<file path="src/rtl/pid_core_param.sv">
// Purpose: parameterised fixed-point PID controller (P, saturating I, D terms) on unsigned samples.
// Latency: sample accepted at edge k, control/flags registered and out_valid pulses one cycle at k+3.
// Backpressure: in_ready high only in IDLE; in_valid is ignored while a sample is in flight.
//
// Ports: clk/rst_n (async active-low); setpoint/feedback + in_valid/in_ready sample handshake;
//        gain_we/gain_sel/gain_data gain write (sel 0=Kp 1=Ki 2=Kd, 3 ignored); clr_int clears
//        integrator and error history; control/out_valid/sat_hi/sat_lo result (held between pulses).
// Build option: define PID_DERIV_FILTER_EN to low-pass the derivative error difference.
module pid_core_param #(
  parameter int DW     = 8,
  parameter int GW     = 8,
  parameter int FRAC   = 2,
  parameter int IW     = 16,
  parameter int KP_RST = 8,
  parameter int KI_RST = 0,
  parameter int KD_RST = 0
) (
  input  logic          clk,
  input  logic          rst_n,
  input  logic [DW-1:0] setpoint,
  input  logic [DW-1:0] feedback,
  input  logic          in_valid,
  output logic          in_ready,
  input  logic          gain_we,
  input  logic [1:0]    gain_sel,
  input  logic [GW-1:0] gain_data,
  input  logic          clr_int,
  output logic [DW-1:0] control,
  output logic          out_valid,
  output logic          sat_hi,
  output logic          sat_lo
);

  localparam int EW  = DW + 1;                          // signed error
  localparam int XW  = DW + 2;                          // signed error difference
  localparam int XW1 = XW + 1;
  localparam int PW  = EW + GW + 1;                     // error * zero-extended gain
  localparam int DPW = XW + GW + 1;                     // difference * zero-extended gain
  localparam int AW  = ((IW > PW) ? IW : PW) + 1;       // integrator add, no overflow
  localparam int SW  = ((AW > DPW) ? AW : DPW) + 2;     // three-term sum, no overflow

  localparam logic signed [IW-1:0] IMAX = {1'b0, {(IW-1){1'b1}}};
  localparam logic signed [IW-1:0] IMIN = {1'b1, {(IW-1){1'b0}}};
  localparam logic signed [SW-1:0] CMAX = SW'({DW{1'b1}});

  typedef enum logic [1:0] {IDLE, ERR, ACC, OUT} state_t;

  typedef struct packed {
    logic [GW-1:0] kp;
    logic [GW-1:0] ki;
    logic [GW-1:0] kd;
  } gains_t;

  state_t                state_q, state_d;
  logic [DW-1:0]         sp_q, sp_d, fb_q, fb_d;
  gains_t                gains_q, gains_d, shadow_q, shadow_d;
  logic signed [EW-1:0]  err_q, err_d, prev_q, prev_d;
  logic signed [IW-1:0]  integ_q, integ_d;
  logic signed [PW-1:0]  p_q, p_d;
  logic signed [DPW-1:0] d_q, d_d;
  logic [DW-1:0]         control_q, control_d;
  logic                  out_valid_q, out_valid_d;
  logic                  sat_hi_q, sat_hi_d, sat_lo_q, sat_lo_d;

  logic signed [GW:0]    kp_s, ki_s, kd_s;
  logic signed [XW-1:0]  diff;
  logic signed [PW-1:0]  p_calc, ki_prod;
  logic signed [DPW-1:0] d_calc;
  logic signed [AW-1:0]  integ_sum;
  logic signed [IW-1:0]  integ_sat;
  logic signed [SW-1:0]  sum, sum_sh;
`ifdef PID_DERIV_FILTER_EN
  logic signed [XW-1:0]  df_q, df_d, df_new;
  logic signed [XW1-1:0] df_step, df_acc;
`endif

  assign in_ready  = (state_q == IDLE);
  assign control   = control_q;
  assign out_valid = out_valid_q;
  assign sat_hi    = sat_hi_q;
  assign sat_lo    = sat_lo_q;

  always_comb begin
    // Arithmetic always uses the gain snapshot taken at acceptance.
    kp_s      = $signed({1'b0, shadow_q.kp});
    ki_s      = $signed({1'b0, shadow_q.ki});
    kd_s      = $signed({1'b0, shadow_q.kd});
    diff      = XW'(err_q) - XW'(prev_q);
    p_calc    = PW'(err_q) * PW'(kp_s);
    ki_prod   = PW'(err_q) * PW'(ki_s);
    integ_sum = AW'(integ_q) + AW'(ki_prod);
    if (integ_sum > AW'(IMAX))      integ_sat = IMAX;
    else if (integ_sum < AW'(IMIN)) integ_sat = IMIN;
    else                            integ_sat = integ_sum[IW-1:0];
`ifdef PID_DERIV_FILTER_EN
    // First-order IIR with weight 1/4 on the new difference.
    df_step = XW1'(diff) - XW1'(df_q);
    df_acc  = XW1'(df_q) + (df_step >>> 2);
    df_new  = df_acc[XW-1:0];
    d_calc  = DPW'(df_new) * DPW'(kd_s);
`else
    d_calc  = DPW'(diff) * DPW'(kd_s);
`endif
    // integ_q already holds this sample's updated integrator when OUT reads it.
    sum    = SW'(p_q) + SW'(integ_q) + SW'(d_q);
    sum_sh = sum >>> FRAC;
  end

  always_comb begin
    state_d     = state_q;
    sp_d        = sp_q;
    fb_d        = fb_q;
    gains_d     = gains_q;
    shadow_d    = shadow_q;
    err_d       = err_q;
    prev_d      = prev_q;
    integ_d     = integ_q;
    p_d         = p_q;
    d_d         = d_q;
    control_d   = control_q;
    out_valid_d = 1'b0;
    sat_hi_d    = sat_hi_q;
    sat_lo_d    = sat_lo_q;
`ifdef PID_DERIV_FILTER_EN
    df_d        = df_q;
`endif

    if (gain_we) begin
      case (gain_sel)
        2'd0:    gains_d.kp = gain_data;
        2'd1:    gains_d.ki = gain_data;
        2'd2:    gains_d.kd = gain_data;
        default: ;
      endcase
    end

    case (state_q)
      IDLE: begin
        if (in_valid) begin
          sp_d     = setpoint;
          fb_d     = feedback;
          shadow_d = gains_q;   // pre-write value if a write lands on the same edge
          state_d  = ERR;
        end
      end
      ERR: begin
        err_d   = $signed({1'b0, sp_q}) - $signed({1'b0, fb_q});
        state_d = ACC;
      end
      ACC: begin
        p_d     = p_calc;
        d_d     = d_calc;
        prev_d  = err_q;
        integ_d = integ_sat;
`ifdef PID_DERIV_FILTER_EN
        df_d    = df_new;
`endif
        state_d = OUT;
      end
      OUT: begin
        out_valid_d = 1'b1;
        if (sum_sh < 0) begin
          control_d = '0;
          sat_hi_d  = 1'b0;
          sat_lo_d  = 1'b1;
        end else if (sum_sh > CMAX) begin
          control_d = {DW{1'b1}};
          sat_hi_d  = 1'b1;
          sat_lo_d  = 1'b0;
        end else begin
          control_d = sum_sh[DW-1:0];
          sat_hi_d  = 1'b0;
          sat_lo_d  = 1'b0;
        end
        state_d = IDLE;
      end
      default: state_d = IDLE;
    endcase

    // Clear wins over a same-cycle ACC update.
    if (clr_int) begin
      integ_d = '0;
      prev_d  = '0;
`ifdef PID_DERIV_FILTER_EN
      df_d    = '0;
`endif
    end
  end

  always_ff @(posedge clk or negedge rst_n) begin
    if (!rst_n) begin
      state_q     <= IDLE;
      sp_q        <= '0;
      fb_q        <= '0;
      gains_q     <= '{kp: GW'(KP_RST), ki: GW'(KI_RST), kd: GW'(KD_RST)};
      shadow_q    <= '{kp: GW'(KP_RST), ki: GW'(KI_RST), kd: GW'(KD_RST)};
      err_q       <= '0;
      prev_q      <= '0;
      integ_q     <= '0;
      p_q         <= '0;
      d_q         <= '0;
      control_q   <= '0;
      out_valid_q <= 1'b0;
      sat_hi_q    <= 1'b0;
      sat_lo_q    <= 1'b0;
`ifdef PID_DERIV_FILTER_EN
      df_q        <= '0;
`endif
    end else begin
      state_q     <= state_d;
      sp_q        <= sp_d;
      fb_q        <= fb_d;
      gains_q     <= gains_d;
      shadow_q    <= shadow_d;
      err_q       <= err_d;
      prev_q      <= prev_d;
      integ_q     <= integ_d;
      p_q         <= p_d;
      d_q         <= d_d;
      control_q   <= control_d;
      out_valid_q <= out_valid_d;
      sat_hi_q    <= sat_hi_d;
      sat_lo_q    <= sat_lo_d;
`ifdef PID_DERIV_FILTER_EN
      df_q        <= df_d;
`endif
    end
  end

endmodule

</file>
<file path="config.mk">
export PLATFORM = sky130hd
export DESIGN_NAME = pid_core_param
export DESIGN_NICKNAME = d
export VERILOG_FILES = /design/src/rtl/pid_core_param.sv
export SDC_FILE = /design/constraint.sdc
export NUM_CORES = 1
export LEC_CHECK = 0
export ABC_AREA = 1
export CAP_MARGIN = 20
export CORE_ASPECT_RATIO = 0.5
export CORE_UTILIZATION = 59
export CTS_BUF_LIST = sky130_fd_sc_hd__clkbuf_4 sky130_fd_sc_hd__clkbuf_8
export CTS_CLUSTER_DIAMETER = 200
export DETAILED_ROUTE_END_ITERATION = 10
export PLACE_DENSITY = 0.8
export SLEW_MARGIN = 5
export SYNTH_ARGS = -nofsm -noshare
export SYNTH_HDL_FRONTEND = slang
export SYNTH_SLANG_ARGS = --single-unit
</file>
<file path="constraint.sdc">
create_clock -name clk -period 5.2 [get_ports clk]
set_input_delay 1.04 -clock clk [delete_from_list [all_inputs] [get_ports clk]]
set_output_delay 1.04 -clock clk [all_outputs]
set_load 0.01 [all_outputs]
</file>
==> results of run 1 <==
[state kept, by name, summed over array words and instances, names as in the netlist]
| name | cells |
|---|---|
| gains_q | 24 |
| fb_q | 8 |
| err_q | 9 |
| kd_s | 8 |
| sp_q | 8 |
| ki_s | 8 |
| prev_q | 9 |
| p_q | 18 |
| sat_lo | 1 |
| integ_q | 16 |
| d_q | 19 |
| control | 8 |
| state_q | 2 |
| kp_s | 8 |
| sat_hi | 1 |
| out_valid | 1 |
[path summary, 6_finish.rpt]
kind | from | to | cells after the start
setup / recovery | err_q[0]$_DFFE_PN0N_ | d_q[14]$_DFFE_PN0P_ | 29
hold / removal | gains_q[16]$_DFFE_PN0P_ | gains_q[16]$_DFFE_PN0P_ | 2
setup reg to reg | err_q[0]$_DFFE_PN0N_ | d_q[14]$_DFFE_PN0P_ | 29
hold reg to reg | gains_q[16]$_DFFE_PN0P_ | gains_q[16]$_DFFE_PN0P_ | 2
max in group asynchronous | rst_n | gains_q[0]$_DFFE_PN0P_ | 2
min in group asynchronous | rst_n | integ_q[4]$_DFFE_PN0P_ | 1
[area by class of cell]
type | instances | area [sq um]
Multi-Input combinational cell | 1430 | 12300
Fill cell | 2037 | 8410
Sequential cell | 148 | 3710
Inverter | 538 | 2040
Timing Repair Buffer | 196 | 1730
Tap cell | 391 | 489
Clock buffer | 18 | 241
Clock inverter | 14 | 119
Antenna cell | 1 | 2.50
[per-stage QoR]
step / cells / setup TNS [ps]
detailed placement: 2677 / -5620
global placement: 2677 / -2790
floorplan: 2176 / -273
finish: 2736 / -5680
global route: 2736 / -11060
CTS: 2724 / -949
[cells by family (layout without fill, tap and decap cells)]
kind of cell               after synthesis  count (layout)  synth area share (%)
DFF                                    148             148                  21.3
other                                    0               1                     0
adders and majority gates              380             380                  37.0
and+or+nand+nor                        756             756                  17.7
AOI/OAI and AO/OA                      216             216                  6.78
xor gates and xnor gates                53              53                  2.67
muxes                                   25              25                  1.62
buffers and inverters                  598             766                  13.0
[cell usage in the layout, fill, tap and decap left out, drive strengths merged]
| master | n |
|---|---|
| nand4 | 8 |
| xnor2 | 28 |
| or2 | 8 |
| a21oi | 93 |
| nand2 | 551 |
| o31ai | 6 |
| nand3b | 5 |
| o21a | 2 |
| buf | 154 |
| a31oi | 6 |
| clkinvlp | 2 |
| o21ai | 88 |
| xor2 | 25 |
| inv | 540 |
| o21bai | 4 |
| clkbuf | 19 |
| dfrtp | 146 |
| o22ai | 7 |
| o2111ai | 2 |
| fa | 223 |
| and2 | 2 |
| nand3 | 66 |
| a21o | 4 |
| a21boi | 2 |
| nor3 | 8 |
| dfstp | 2 |
| nor4 | 1 |
| clkdlybuf4s50 | 41 |
| ha | 157 |
| diode | 1 |
| a22oi | 1 |
| nor2 | 107 |
| a211o | 1 |
| mux2 | 25 |
| clkinv | 10 |
[worst max-delay path, delay by kind of cell (launching register included)]
family / cells / cell delay [ps]
AOI/OAI and AO/OA: 5 / 860
xor gates and xnor gates: 1 / 220
DFF: 1 / 410
adders and majority gates: 7 / 2820
buffers and inverters: 7 / 570
and+or+nand+nor: 9 / 730
[what timing repair did]
item | 4_1_cts | 5_1_grt
buffers inserted | 15 | 13
pin swaps | 86 | 63
hold buffers | 0 | 0
endpoints found under the setup margin | 26 | 30
resized for setup | 98 | 123
cloned | 0 | 1
[cell usage after synthesis (2+ instances only)]
master / number / area share (%)
xor2_1: 25 / 1.3
dfrtp_1: 146 / 21
o21ai_1: 2 / 0.058
nand2_2: 12 / 0.43
xnor2_1: 28 / 1.4
a21oi_1: 89 / 2.6
buf_6: 2 / 0.13
a31oi_1: 6 / 0.22
inv_2: 3 / 0.065
nand3b_1: 4 / 0.17
o31ai_1: 6 / 0.26
o21a_1: 2 / 0.086
nor2_1: 107 / 2.3
a21o_1: 4 / 0.17
clkinv_1: 4 / 0.086
and2_1: 2 / 0.072
o21ai_0: 86 / 2.5
buf_1: 2 / 0.043
nand3_1: 61 / 1.8
nand4_1: 7 / 0.25
inv_1: 531 / 11
or2_2: 8 / 0.29
nor3_1: 8 / 0.23
fa_1: 223 / 26
ha_1: 157 / 11
nand3_2: 5 / 0.29
o21bai_1: 4 / 0.17
o22ai_1: 7 / 0.25
a21oi_2: 3 / 0.15
mux2_2: 25 / 1.6
dfstp_2: 2 / 0.30
o2111ai_1: 2 / 0.10
nand2_1: 539 / 12
clkbuf_1: 54 / 1.2
[routing by layer]
metal,routed length [microns],GRT usage (%)
met5,0,0
met4,1530,10.7
met3,3700,7.21
met2,21300,48.8
met1,19000,38.8
==> summary.md, run 1 <==
| Metric | Value |
|---|---|
| Final instance area | `20600 sq um` |
| Endpoints failing setup | `26` |
| YS warnings | `0` |
| RSZ-0062 raised after global routing | `yes` |
| Hold Vio Cnt, Final | `0` |
| Highest Clock Rate | `0.176 GHz` |
| Final WS setup | `-472 ps` |
| Die span in x | `245 microns` |
| PortBufs | `42` |
| Worst-path clk slew | `100 ps` |
| Outcome | `finished, violations left` |
| Fin. max-slew vios | `0` |
| Vias in the first global route | `14564` |
| Syn nets | `2587` |
| Clock Latency Late Sink | `520 ps` |
| H-tree depth | `4` |
| Final core occ | `71.0%` |
| Initial core utilization | `60.0%` |
| Core area | `29000 sq um` |
| Worst setup SP type | `register` |
| Row Count | `44` |
| CTS tree | `done` |
| Number of buffers created by CTS | `17` |
| CTS max path bufs | `2` |
| DRC Markers | `0` |
| Final WL | `45500 microns` |
| Initial DRC count | `1199` |
| Root Buffer | `clkbuf_8` |
| CP most frequent cell | `fa_1` |
| Pre-CTS setup slack | `-366 ps` |
| Worst setup EP type | `register` |
| Largest net degree at the start of global routing | `64` |
| Layout Area Growth over Synthesis | `18.5%` |
| Period utilization | `109%` |
| Share of synthesized registers carrying an async set or reset | `100%` |
| Synth Area per Inst | `7.99 sq um` |
| Avg WL per Cell | `16.6 microns` |
| RePlAce Congestion | `0.899` |
| Post-synth EDFFs | `0` |
| Critical path peak fanout | `4` |
| R2R setup slack | `-470 ps` |
| First-pass GRT wire length | `69700 microns` |
| Placed Instance Area | `19200 sq um` |
| Share of cells above drive strength 1 | `18.2%` |
| DP HPWL | `33200 microns` |
| Largest stage delay on the critical path | `530 ps` |
| DR vias | `14848` |
| TritonRoute pass-1 iters | `6` |
| Total clock sinks | `148` |
| Worst-margin pin slew | `732 ps` |
| Worst min path class | `reg -> reg` |
| Crit path DAT | `6080 ps` |
| Synthesized instance count | `2176` |
| Failing checks | `setup timing` |
| Max-Cap Viols | `0` |
| Grt ovf | `0` |
| I/O pins | `43` |
| Sequential-to-total area share from yosys stat | `21.3%` |
| Initial antenna violation count | `2` |
| Final #Nets | `2742` |
| Crit path max-delay cell type | `fa_1` |
| Via density | `5.43` |
| Die Y-Extent | `123 microns` |
| Full die area | `30200 sq um` |
| Worst Setup Path Type | `reg -> reg` |
| Yosys cell types | `44` |
| Final Critical Period | `5670 ps` |
| Min Hold Slack | `493 ps` |
| Clock Skews | `23.4 ps` |
| Worst path required time | `5610 ps` |
| Post-route ant nets | `0` |
| Max_slew headroom | `51.0%` |
| Count of state elements after synthesis | `148` |
| GR Util All Layers | `29.8%` |
| Post-synth top flop | `dfrtp_1` |
| Mapped cell area | `17400 sq um` |
Power of run 1 is not shown: default switching activity piles up to over one toggle a cycle in this logic, so the estimate is an artifact.
==> inputs of run 2 (changes only) <==
--- a/config.mk
+++ b/config.mk
@@ -7,12 +7,15 @@
 export LEC_CHECK = 0
 export ABC_AREA = 1
 export CAP_MARGIN = 20
+export CELL_PAD_IN_SITES_DETAIL_PLACEMENT = 0
+export CELL_PAD_IN_SITES_GLOBAL_PLACEMENT = 2
 export CORE_ASPECT_RATIO = 0.5
-export CORE_UTILIZATION = 59
+export CORE_UTILIZATION = 36
 export CTS_BUF_LIST = sky130_fd_sc_hd__clkbuf_4 sky130_fd_sc_hd__clkbuf_8
 export CTS_CLUSTER_DIAMETER = 200
 export DETAILED_ROUTE_END_ITERATION = 10
-export PLACE_DENSITY = 0.8
+export GPL_TIMING_DRIVEN = 0
+export PLACE_DENSITY_LB_ADDON = 0.1
 export SLEW_MARGIN = 5
 export SYNTH_ARGS = -nofsm -noshare
 export SYNTH_HDL_FRONTEND = slang
==> run 2 against run 1 <==
  * Highest routed layer unchanged
  * Critical path type unchanged
  * Worst hold slack worse by 72 ps
  * The flow still finishes with violations (setup timing)
  * Critical path depth unchanged
  * Wire length up 6.9%
  * Maximum frequency down 0.18%
==> summary.md, run 2 (same netlist as run 1, synthesis figures left out) <==
| Metric | Value |
|---|---|
| Outcome | `finished, violations left` |
| Failing checks | `setup timing` |
| Non-filler instance count after layout | `2946` |
| Commonest non-fill, non-tap cell in the layout | `inv_1` |
| TritonRoute pass-1 iters | `5` |
| Final WL | `48700 microns` |
| Number of buffers created by CTS | `17` |
| Root Buffer | `clkbuf_8` |
| Clock Latency Late Sink | `520 ps` |
| Fillers | `4876` |
| Largest net degree at the start of global routing | `96` |
| GR Layer Usage met2 | `31.4%` |
| CTS max path bufs | `2` |
| First-pass GRT wire length | `78700 microns` |
| Worst setup EP type | `register` |
| Post-route ant nets | `0` |
| Final #Nets | `2705` |
| Fin. max-slew vios | `0` |
| H-tree depth | `4` |
| Placed Instance Area | `18800 sq um` |
| Max_slew headroom | `27.9%` |
| Met3 layer usage reported by global route | `2.78%` |
| Crit path max-delay cell type | `fa_1` |
| Highest Clock Rate | `0.176 GHz` |
| Critical path peak fanout | `4` |
| Final Critical Period | `5680 ps` |
| Worst-path clk slew | `110 ps` |
| Vias in the first global route | `13783` |
| Worst setup SP type | `register` |
| Gr busiest metal | `met1` |
| CP most frequent cell | `fa_1` |
| Hold buffer count at cts | `0` |
| Final WS setup | `-483 ps` |
| # placed instances | `2858` |
| Grt ovf | `0` |
| Period utilization | `109%` |
| RSZ-0062 raised after global routing | `yes` |
| Worst path required time | `5590 ps` |
| Crit path DAT | `6070 ps` |
| Worst-margin pin slew | `1080 ps` |
| Met1 global-route usage | `32.7%` |
| Core area | `47200 sq um` |
| Clock Skews | `23.9 ps` |
| Reg with most FFs | `gains_q` |
| Initial DRC count | `696` |
| Share of cells above drive strength 1 | `16.6%` |
| Worst Setup Path Type | `reg -> reg` |
| Largest stage delay on the critical path | `560 ps` |
| Final core occ | `44.4%` |
| Commonest cells after routing, fill and taps aside | `inv_1, nand2_1, fa_1` |
| Registers with the most flip-flops | `gains_q: 24 flops, d_q: 19 flops, p_q: 18 flops` |
| DR vias | `13475` |
| Pre-CTS setup slack | `-1070 ps` |
| CTS tree | `done` |
| Initial core utilization | `36.8%` |
| Layout Area Growth over Synthesis | `20.6%` |
| Die Y-Extent | `157 microns` |
| Total clock sinks | `148` |
| Via density | `4.57` |
| DP HPWL | `39500 microns` |
| Max-Cap Viols | `0` |
| Initial antenna violation count | `2` |
| Full die area | `49300 sq um` |
| Final instance area | `21000 sq um` |
| GR Util All Layers | `21.1%` |
| PortBufs | `42` |
| Row Count | `56` |
| Die span in x | `313 microns` |
| Hold Vio Cnt, Final | `0` |
| RePlAce Congestion | `0.794` |
| Endpoints failing setup | `25` |
| I/O pins | `43` |
| DRC Markers | `0` |
| Max reg flops | `24` |
| Worst min path class | `in -> async` |
| Avg WL per Cell | `16.5 microns` |
==> run 2: changes by cell type in the layout (fill, tap and decap cells not counted), sizes merged <==
cell      delta
clkinv       +1
clkinvlp     -2
clkbuf      +39
inv          +2
buf         -77
==> run 2: worst paths after layout <==
| check | start | endpoint | slack (ps) | depth (start not counted) |
|---|---|---|---|---|
| min in group clk | control[2]$_DFFE_PN0P_ | control[2]$_DFFE_PN0P_ | 490 | 2 |
| max in group asynchronous | rst_n | kd_s[7]$_DFFE_PN0P_ | 3910 | 2 |
| max | err_q[0]$_DFFE_PN0N_ | d_q[16]$_DFFE_PN0P_ | -480 | 29 |
| min | rst_n | integ_q[11]$_DFFE_PN0P_ | 420 | 1 |
| max reg2reg | err_q[0]$_DFFE_PN0N_ | d_q[16]$_DFFE_PN0P_ | -480 | 29 |
| min reg2reg | control[2]$_DFFE_PN0P_ | control[2]$_DFFE_PN0P_ | 490 | 2 |
==> run 2: layout make-up <==
cell class / instances / area (sq um) / area share [%]
buffer: 47 / 378 / 1.80
clock inverter: 15 / 199 / 0.949
timing repair buffer: 112 / 1060 / 5.05
clock buffer: 17 / 234 / 1.12
antenna: 1 / 2.50 / 0.0119
multi-input combinational: 1430 / 12500 / 59.8
tap: 638 / 798 / 3.81
inverter: 538 / 2040 / 9.75
sequential: 148 / 3710 / 17.7
==> run 2: critical path: cells and delay by family, from the launching register on <==
family	cells	cell delay (ps)
adders and majority gates	7	2810
AOI/OAI and AO/OA	6	720
and+or+nand+nor	8	610
xor gates and xnor gates	2	530
DFF	1	450
buffers and inverters	6	410
==> run 2: per-layer routing <==
metal  part of all wire [%]  wire [microns]  vias up
met5                      0               0        -
met4                   0.72             351        0
met3                    2.5            1230       18
met2                     41           20100      119
met1                     55           27000     6588
li1                       -               -     6750
==> run 2: what timing repair did <==
| item | in CTS | in global routing |
|---|---|---|
| pin swaps | 138 | 51 |
| cloned | 2 | 0 |
| gates resized for setup | 248 | 75 |
| endpoints found under the setup margin | 32 | 32 |
| buffers inserted | 50 | 21 |
==> run 2: stage by stage <==
stage | hold WS (ps) | TNS (ps)
floorplan | 449 | -273
global placement | 462 | -558860
detailed placement | 465 | -24330
CTS | 428 | -5610
global route | 422 | -11240
finish | 421 | -4810
Power of run 2 is left out for the same reason.
